`config.mk`:
```
export PLATFORM = sky130hd
export DESIGN_NAME = lmac_rx_reader_flat
export DESIGN_NICKNAME = d
export VERILOG_FILES = /design/src/rtl/lmac_rx_reader_if.sv /design/src/rtl/lmac_rx_reader.sv /design/src/flat_wrapper.sv
export SDC_FILE = /design/constraint.sdc
export NUM_CORES = 1
export LEC_CHECK = 0
export CORE_ASPECT_RATIO = 0.75
export CORE_MARGIN = 10
export CORE_UTILIZATION = 45
export CTS_BUF_LIST = sky130_fd_sc_hd__clkbuf_4 sky130_fd_sc_hd__clkbuf_8
export CTS_CLUSTER_SIZE = 14
export DETAILED_ROUTE_END_ITERATION = 10
export PLACE_DENSITY = 0.79
export REMOVE_ABC_BUFFERS = 1
export SYNTH_ARGS = -nofsm -noshare
export SYNTH_HDL_FRONTEND = slang
export SYNTH_SLANG_ARGS = --single-unit
```
`constraint.sdc`:
```
create_clock -name clk -period 5.34 [get_ports clk]
set_input_delay 1.068 -clock clk [delete_from_list [all_inputs] [get_ports clk]]
set_output_delay 1.068 -clock clk [all_outputs]
set_load 0.05 [all_outputs]
```
`src/rtl/lmac_rx_reader_if.sv`:
```
// Bus bundle between the MAC RX FIFO, the reader and the downstream consumer.
// The reader uses the slave view; whoever drives the FIFO and consumes words uses master.
interface lmac_rx_reader_if;
   logic        rd_enable;
   logic [63:0] rx_mac_data;
   logic [7:0]  rx_mac_ctrl;
   logic        rx_mac_empty;
   logic        rx_mac_rd;
   logic [63:0] out_data;
   logic        out_valid;
   logic        out_sop;
   logic        out_eop;
   logic        out_err;
   logic [10:0] out_len;
   logic        out_ready;
   logic [31:0] pkt_cnt;
   logic [15:0] err_cnt;

   modport slave (
      input  rd_enable, rx_mac_data, rx_mac_ctrl, rx_mac_empty, out_ready,
      output rx_mac_rd, out_data, out_valid, out_sop, out_eop, out_err, out_len,
      output pkt_cnt, err_cnt
   );

   modport master (
      output rd_enable, rx_mac_data, rx_mac_ctrl, rx_mac_empty, out_ready,
      input  rx_mac_rd, out_data, out_valid, out_sop, out_eop, out_err, out_len,
      input  pkt_cnt, err_cnt
   );
endinterface

```
`src/rtl/lmac_rx_reader.sv`:
```
// Pops framed 64-bit words from a FWFT MAC RX FIFO into a one-deep output register,
// checking sop/eop framing, truncating oversize packets and counting good packets and errors.
module lmac_rx_reader #(
   parameter int MAX_WORDS = 1190
) (
   input  logic              clk,
   input  logic              reset,
   lmac_rx_reader_if.slave   bus
);
   typedef enum logic [1:0] {IDLE = 2'd0, PKT = 2'd1, DROP = 2'd2} state_e;

   localparam logic [10:0] MAX_LEN = 11'(MAX_WORDS);

   state_e      state_q, state_d;
   logic [10:0] wcnt_q, wcnt_d;
   logic        valid_q, valid_d;
   logic [63:0] data_q, data_d;
   logic        sop_q, sop_d;
   logic        eop_q, eop_d;
   logic        err_q, err_d;
   logic [10:0] len_q, len_d;
   logic [31:0] pkt_cnt_q, pkt_cnt_d;
   logic [15:0] err_cnt_q, err_cnt_d;

   logic        pop_s;
   logic        load_s;
   logic        err_evt_s;
   logic        n_sop_s, n_eop_s, n_err_s;
   logic [10:0] n_len_s;
   logic [10:0] wnext_s;
   logic        in_sop_s, in_eop_s;
   logic        unused_ctrl_s;

   assign in_sop_s      = bus.rx_mac_ctrl[0];
   assign in_eop_s      = bus.rx_mac_ctrl[1];
   assign unused_ctrl_s = ^bus.rx_mac_ctrl[7:2];

   // Reset gates the pop so the FIFO is never drained while the reader is held
   assign pop_s = ~reset & bus.rd_enable & ~bus.rx_mac_empty & (~valid_q | bus.out_ready);

   // Framing FSM, output register load and counter next-state
   always_comb begin
      state_d   = state_q;
      wcnt_d    = wcnt_q;
      data_d    = data_q;
      sop_d     = sop_q;
      eop_d     = eop_q;
      err_d     = err_q;
      len_d     = len_q;
      pkt_cnt_d = pkt_cnt_q;
      err_cnt_d = err_cnt_q;
      load_s    = 1'b0;
      err_evt_s = 1'b0;
      n_sop_s   = 1'b0;
      n_eop_s   = 1'b0;
      n_err_s   = 1'b0;
      n_len_s   = 11'd0;
      wnext_s   = wcnt_q + 11'd1;

      if (valid_q && bus.out_ready) begin
         valid_d = 1'b0;
      end else begin
         valid_d = valid_q;
      end

      if (pop_s) begin
         case (state_q)
            IDLE: begin
               if (in_sop_s) begin
                  load_s  = 1'b1;
                  n_sop_s = 1'b1;
                  if (in_eop_s) begin
                     n_eop_s = 1'b1;
                     n_len_s = 11'd1;
                     wcnt_d  = 11'd0;
                  end else begin
                     wcnt_d  = 11'd1;
                     state_d = PKT;
                  end
               end else begin
                  err_evt_s = 1'b1;
               end
            end
            PKT: begin
               load_s = 1'b1;
               // An unexpected sop closes the current packet as errored
               if (in_sop_s) begin
                  n_eop_s   = 1'b1;
                  n_err_s   = 1'b1;
                  n_len_s   = wnext_s;
                  err_evt_s = 1'b1;
                  wcnt_d    = 11'd0;
                  state_d   = IDLE;
               end else if (in_eop_s) begin
                  n_eop_s = 1'b1;
                  n_len_s = wnext_s;
                  wcnt_d  = 11'd0;
                  state_d = IDLE;
               end else if (wnext_s == MAX_LEN) begin
                  n_eop_s   = 1'b1;
                  n_err_s   = 1'b1;
                  n_len_s   = MAX_LEN;
                  err_evt_s = 1'b1;
                  wcnt_d    = 11'd0;
                  state_d   = DROP;
               end else begin
                  wcnt_d = wnext_s;
               end
            end
            DROP: begin
               if (in_eop_s) begin
                  state_d = IDLE;
               end else begin
                  state_d = DROP;
               end
            end
            default: begin
               wcnt_d  = 11'd0;
               state_d = IDLE;
            end
         endcase
      end else begin
         state_d = state_q;
      end

      if (load_s) begin
         valid_d = 1'b1;
         data_d  = bus.rx_mac_data;
         sop_d   = n_sop_s;
         eop_d   = n_eop_s;
         err_d   = n_err_s;
         len_d   = n_len_s;
      end else begin
         data_d  = data_q;
      end

      if (load_s && n_eop_s && !n_err_s) begin
         pkt_cnt_d = pkt_cnt_q + 32'd1;
      end else begin
         pkt_cnt_d = pkt_cnt_q;
      end

      if (err_evt_s && (err_cnt_q != 16'hFFFF)) begin
         err_cnt_d = err_cnt_q + 16'd1;
      end else begin
         err_cnt_d = err_cnt_q;
      end
   end

   // State, output register and counters
   always_ff @(posedge clk or posedge reset) begin
      if (reset) begin
         state_q   <= IDLE;
         wcnt_q    <= 11'd0;
         valid_q   <= 1'b0;
         data_q    <= 64'd0;
         sop_q     <= 1'b0;
         eop_q     <= 1'b0;
         err_q     <= 1'b0;
         len_q     <= 11'd0;
         pkt_cnt_q <= 32'd0;
         err_cnt_q <= 16'd0;
      end else begin
         state_q   <= state_d;
         wcnt_q    <= wcnt_d;
         valid_q   <= valid_d;
         data_q    <= data_d;
         sop_q     <= sop_d;
         eop_q     <= eop_d;
         err_q     <= err_d;
         len_q     <= len_d;
         pkt_cnt_q <= pkt_cnt_d;
         err_cnt_q <= err_cnt_d;
      end
   end

   assign bus.rx_mac_rd = pop_s;
   assign bus.out_data  = data_q;
   assign bus.out_valid = valid_q;
   assign bus.out_sop   = sop_q;
   assign bus.out_eop   = eop_q;
   assign bus.out_err   = err_q;
   assign bus.out_len   = len_q;
   assign bus.pkt_cnt   = pkt_cnt_q;
   assign bus.err_cnt   = err_cnt_q;
endmodule
```
`src/flat_wrapper.sv`:
```
// flat-port wrapper written by rule: the top's interface ports become plain ports
module lmac_rx_reader_flat 
#(
   parameter int MAX_WORDS = 1190
)
  (clk, reset, bus_rd_enable, bus_rx_mac_data, bus_rx_mac_ctrl, bus_rx_mac_empty, bus_out_ready, bus_rx_mac_rd, bus_out_data, bus_out_valid, bus_out_sop, bus_out_eop, bus_out_err, bus_out_len, bus_pkt_cnt, bus_err_cnt);
  lmac_rx_reader_if bus_i ();
  input  logic clk;
  input  logic reset;
  input wire logic [$bits(bus_i.rd_enable)-1:0] bus_rd_enable;
  input wire logic [$bits(bus_i.rx_mac_data)-1:0] bus_rx_mac_data;
  input wire logic [$bits(bus_i.rx_mac_ctrl)-1:0] bus_rx_mac_ctrl;
  input wire logic [$bits(bus_i.rx_mac_empty)-1:0] bus_rx_mac_empty;
  input wire logic [$bits(bus_i.out_ready)-1:0] bus_out_ready;
  output wire logic [$bits(bus_i.rx_mac_rd)-1:0] bus_rx_mac_rd;
  output wire logic [$bits(bus_i.out_data)-1:0] bus_out_data;
  output wire logic [$bits(bus_i.out_valid)-1:0] bus_out_valid;
  output wire logic [$bits(bus_i.out_sop)-1:0] bus_out_sop;
  output wire logic [$bits(bus_i.out_eop)-1:0] bus_out_eop;
  output wire logic [$bits(bus_i.out_err)-1:0] bus_out_err;
  output wire logic [$bits(bus_i.out_len)-1:0] bus_out_len;
  output wire logic [$bits(bus_i.pkt_cnt)-1:0] bus_pkt_cnt;
  output wire logic [$bits(bus_i.err_cnt)-1:0] bus_err_cnt;
  assign bus_i.rd_enable = bus_rd_enable;
  assign bus_i.rx_mac_data = bus_rx_mac_data;
  assign bus_i.rx_mac_ctrl = bus_rx_mac_ctrl;
  assign bus_i.rx_mac_empty = bus_rx_mac_empty;
  assign bus_i.out_ready = bus_out_ready;
  assign bus_rx_mac_rd = bus_i.rx_mac_rd;
  assign bus_out_data = bus_i.out_data;
  assign bus_out_valid = bus_i.out_valid;
  assign bus_out_sop = bus_i.out_sop;
  assign bus_out_eop = bus_i.out_eop;
  assign bus_out_err = bus_i.out_err;
  assign bus_out_len = bus_i.out_len;
  assign bus_pkt_cnt = bus_i.pkt_cnt;
  assign bus_err_cnt = bus_i.err_cnt;
  lmac_rx_reader #(.MAX_WORDS(MAX_WORDS)) u_core (.clk(clk), .reset(reset), .bus(bus_i));
endmodule
```
# Yosys cells after proc, flatten, opt, wreduce, memory -nomap -nowiden
# Index checks and enable logic that the tools add are counted.
[totals] register_bits=140 in_bits=77 output_inout_bits=128 elab_cells=78
[classes] n_addsub=3 n_eq_ne=7 mux=41 bitwise=8 n_reduce_logical=9
[ops] op="two-way mux 11 bit" n=9
[ops] op="one-hot mux 11 bit (3 select lines)" n=1
[ops] op="adder 32 x 1 -> 32 bit, second input constant" n=1
[ops] op="one-hot mux 11 bit (2 select lines)" n=1
[ops] op="two-way mux 1 bit" n=20
[ops] op="adder 16 x 1 -> 16 bit, second input constant" n=1
[ops] op="!= test 16 bit, second input constant" n=1
[ops] op="two-way mux 2 bit" n=6
[ops] op="adder 11 x 1 -> 11 bit, second input constant" n=1
[ops] op="equality test 11 bit, second input constant" n=1
[ops] op="one-hot mux 1 bit (2 select lines)" n=3
[ops] op="one-hot mux 2 bit (3 select lines)" n=1
[ops] op="logical AND 1 bit" n=4
[ops] op="!= test 2 bit, second input constant" n=2
[ops] op="!= test 4 x 3 -> 1 bit, second input constant" n=1
[ops] op="inverter 1 bit" n=4
[ops] op="AND reduction 4 bit" n=1
[ops] op="AND 1 bit" n=3
[ops] op="AND reduction 3 bit" n=1
[ops] op="equality test 2 x 1 -> 1 bit, second input constant" n=1
[ops] op="equality test 2 bit, second input constant" n=1
[ops] op="zero test 2 bit" n=1
[ops] op="nonzero test 2 bit" n=1
[ops] op="zero test 1 bit" n=1
[ops] op="bitwise OR 1 bit" n=1

# Logic depth before layout (Yosys ltp)
[logic_depth] word_depth=9 depth_mapped=9 ltp_nobuf=8

# Worst setup path after synthesis
# No wires, ideal clock.
[synth_timing] path_type="input to output" start="input port bus_rx_mac_empty" end="output port bus_rx_mac_rd" t_arrival_ns=1.996 required_ns=4.272 setup_slack_ns=2.276 cell_stages=4 path_buffers=1 cell_sequence="nand2b_1 -> or3_1 -> clkbuf_1 -> inv_1"
[synth_between] elab_chain_cells=3
[synth_rtl] item="from (decl)" line_no="flat_wrapper.sv:13" text="input wire logic [$bits(bus_i.rx_mac_empty)-1:0] bus_rx_mac_empty;"
[synth_rtl] item="inverter 1 bit" line_no="lmac_rx_reader.sv:39" text="assign pop_s = ~reset & bus.rd_enable & ~bus.rx_mac_empty & (~valid_q | bus.out_ready);"
[synth_rtl] item="AND 1 bit (2 in a row)" line_no="lmac_rx_reader.sv:39"
[synth_rtl] item="to (decl)" line_no="flat_wrapper.sv:15" text="output wire logic [$bits(bus_i.rx_mac_rd)-1:0] bus_rx_mac_rd;"
# Every way passes these cells.

# Worst setup path after layout
[layout_timing] start="input port reset" end="output port bus_rx_mac_rd"
[layout_between] elab_chain_cells=4
[layout_rtl] item="from (decl)" line_no="flat_wrapper.sv:9" text="input logic reset;"
[layout_rtl] item="inverter 1 bit" line_no="lmac_rx_reader.sv:39"
[layout_rtl] item="AND 1 bit (3 in a row)" line_no="lmac_rx_reader.sv:39"
# Every way passes these cells.

==> results.tsv <==
metric	value	unit
synth unique cells	48	
Avg WL per Cell	17.75	um
Mapped Avg Cell Area	9.414	um2
First-pass DRT Iterations	4	
via count	5310	
reg2reg start	u_core.bus.err_cnt[1]	
RSZ-0062 raised after global routing	no	
reg2reg path depth	6	
ys flop type	dfrtp_1	
Rows	36	
Fmax achieved	236.9	MHz
Place WS	1.145	ns
Post-synth top cells	241 x nand2_1, 140 x dfrtp_1, 30 x nor2_1, 30 x xnor2_1, 24 x xor2_1	
most frequent cell after synthesis	nand2_1	
post-synthesis sequential area ratio	0.5682	
Crit path depth	4	
Cell Area, Synth	0.006166	mm2
CP max-delay cell	clkdlybuf4s50_1	
Layout area overhead	41.56	%
clock buffer depth	2	
max-cap viol count	0	
cells along the critical path	clkdlybuf4s50_1 -> or3_1 -> inv_1 -> clkdlybuf4s50_1	
Final Routed Wirelength	18.33	mm
Fin Setup TNS	0	ns
Final Max Slew Viols	0	
Vias/cell	5.140	
DRT iter0 DRCs	318	
fin crit share	0.7904	
Slowest Stage Delay on Critical Path	0.84	ns
layout net count	933	
clock root buffer master	clkbuf_8	
Synth top area share	0.5682	
slew margin rel.	0.3649	
Final Hold Viols	0	
H-tree Lvls	4	
buffer and inverter count on the worst path	3	
# hold bufs at CTS	0	
Power Dens Cells	442.0	mW/mm2
full die area	0.01883	mm2
Yosys reg bits	140	
cts bufs inserted	17	
most frequent CP cell	clkdlybuf4s50_1	
Final WS setup	1.119	ns
Synth area leaders	dfrtp_1 57%, nand2_1 15%, xnor2_1 4.3%	
Worst-Margin Slew	0.9490	ns
die height	121.4	um
crit-path leading delay family	buffers and inverters	
final setup fails	0	
# IOs	205	
remaining antenna violation count	0	
post-route DRC violation count	0	
Critical Path AT	3.15	ns
Congestion Overflow GR	0	
Clock Latency Late Sink	0.44	ns
leading area contributor after synthesis	dfrtp_1	
Crit. End Element	output port	
CTS clk-pin slew, worst paths	0.07	ns
clk sink count	140	
initial antenna violation count	0	
CTS tree	built	
Final Skew	0.007524	ns
Tmin final	4.221	ns
CP Data Required Time	4.27	ns
GPL Wtd Cong	0.9340	
buffers added on ports	198	
peak supply drop	0.3137	mV
Critical Path Start	reset	
Tot GR Track Use	0.1912	
ratio of cells with drive above 1 in the final layout	0.06032	
total core area	0.01320	mm2
Leakage	3.990	nW
CP Max Fanout	7	
vias in the first global route	5307	
largest net degree at the start of global routing	78	
post-synthesis instance total	655	
buffer count from post-CTS setup fixing	0	
first-pass GRT wire length	29.01	mm
fraction of registers with async set/reset	1.000	
Initial Util	0.4672	
diode count	0	
Crit Path Category	in -> out	
Die X-Extent	155.2	um
yosys warns	0	
status	finished clean	
WHS Path Cells	2	
post-detail-place hpwl	13.81	mm
origin of the worst min-delay path	u_core.bus.out_data[2]	
number of synthesized flops with an enable pin	0	
CP Launch Type	primary input	
hold crit path type	reg -> reg	
CTS resizes	0	
## metrics by stage
| stage | cells | total power, mW | area (um2) | hold WS [ns] | utilization |
|---|---|---|---|---|---|
| global placement | 1004 | 2.936 | 8309 | 0.4556 | 0.6296 |
| floorplan | 630 | 2.368 | 6052 | 0.5335 | - |
| CTS | 1033 | 3.892 | 8728 | 0.4819 | 0.6614 |
| detailed placement | 1004 | 2.975 | 8309 | 0.4644 | 0.6296 |
| global route | 1033 | 4.032 | 8728 | 0.4935 | 0.6614 |
| finish | 1033 | 3.858 | 8728 | 0.4776 | 0.6614 |
## sequential cells by signal, summed over array words and instances, names as in the netlist
register              count
u_core.bus.pkt_cnt       32
u_core.state_q            2
u_core.wcnt_q            11
u_core.bus.err_cnt       16
u_core.bus.out_err        1
u_core.bus.out_data      64
u_core.bus.out_len       11
u_core.bus.out_valid      1
u_core.bus.out_sop        1
u_core.bus.out_eop        1
## layer usage
metal  part of all wire  global-route usage
met5                  0                   0
met4             0.0097             0.04653
met3              0.088             0.07156
met2               0.46              0.3023
met1               0.44              0.2430
## final timing paths
check,end,slack [ns]
worst max-delay path,bus_rx_mac_rd,1.12
worst min-delay path,u_core.bus.out_data[2],0.48
worst max register to register,u_core.bus.err_cnt[1],2.46
worst min register to register,u_core.bus.out_data[2],0.48
max in group asynchronous,u_core.bus.err_cnt[11],3.21
min in group asynchronous,u_core.bus.out_len[2],1.21
## power breakdown
group / switching, mW / internal [mW] / leakage (nW)
logic: 1.03 / 0.489 / 1.97
clock network: 0.379 / 0.534 / 0.214
registers: 0.162 / 1.26 / 1.81
## worst reg2reg max path: stages, from the launching register on
cell and delay (ns):
dfrtp_1 0.42, ha_1 0.19, nand3_1 0.29, nor4_1 0.69
a311oi_2 0.09, a21oi_2 0.68, mux2_1 0.39
## cell usage in the layout (no fill, tap or decap), types with 2 or more instances in the layout
| master | instances |
|---|---|
| xor2_1 | 24 |
| ha_1 | 4 |
| xnor2_1 | 30 |
| clkdlybuf4s50_1 | 198 |
| nand3_1 | 18 |
| and3_1 | 10 |
| nor2_1 | 30 |
| a22o_1 | 3 |
| o211ai_1 | 2 |
| nor3_1 | 8 |
| nand3b_1 | 2 |
| o21ai_0 | 7 |
| a41oi_1 | 2 |
| nand2_1 | 241 |
| bufinv_16 | 4 |
| or2_1 | 3 |
| o22ai_1 | 3 |
| a21oi_1 | 7 |
| nor2b_1 | 5 |
| clkbuf_8 | 19 |
| and2_1 | 2 |
| clkbuf_4 | 2 |
| inv_1 | 11 |
| mux2_1 | 3 |
| nor3_2 | 6 |
| buf_4 | 5 |
| nand2b_1 | 2 |
| clkinv_2 | 3 |
| nor4_1 | 6 |
| dfrtp_1 | 140 |
| nand4_1 | 17 |
| o21ai_1 | 21 |
## cell type report
cell class | instances | area [um2]
Clock inverter | 8 | 142.6
Fill cell | 1051 | 4469
Timing Repair Buffer | 203 | 2019
Clock buffer | 21 | 276.5
Sequential cell | 140 | 3503
Tap cell | 171 | 214.0
Inverter | 12 | 50.05
Multi-Input combinational cell | 478 | 2522
## logic make-up after synthesis
logic type | Yosys count | share of synthesized area
multiplexers | 4 | 0.007102
flip-flops | 140 | 0.5682
AO/OA/AOI/OAI | 56 | 0.05621
adder cells (fa/ha/maj) | 4 | 0.008117
AND/OR/NAND/NOR | 360 | 0.2579
buffers and inverters | 37 | 0.02577
XOR/XNOR | 54 | 0.07670
(Power assumes the default switching activity.)
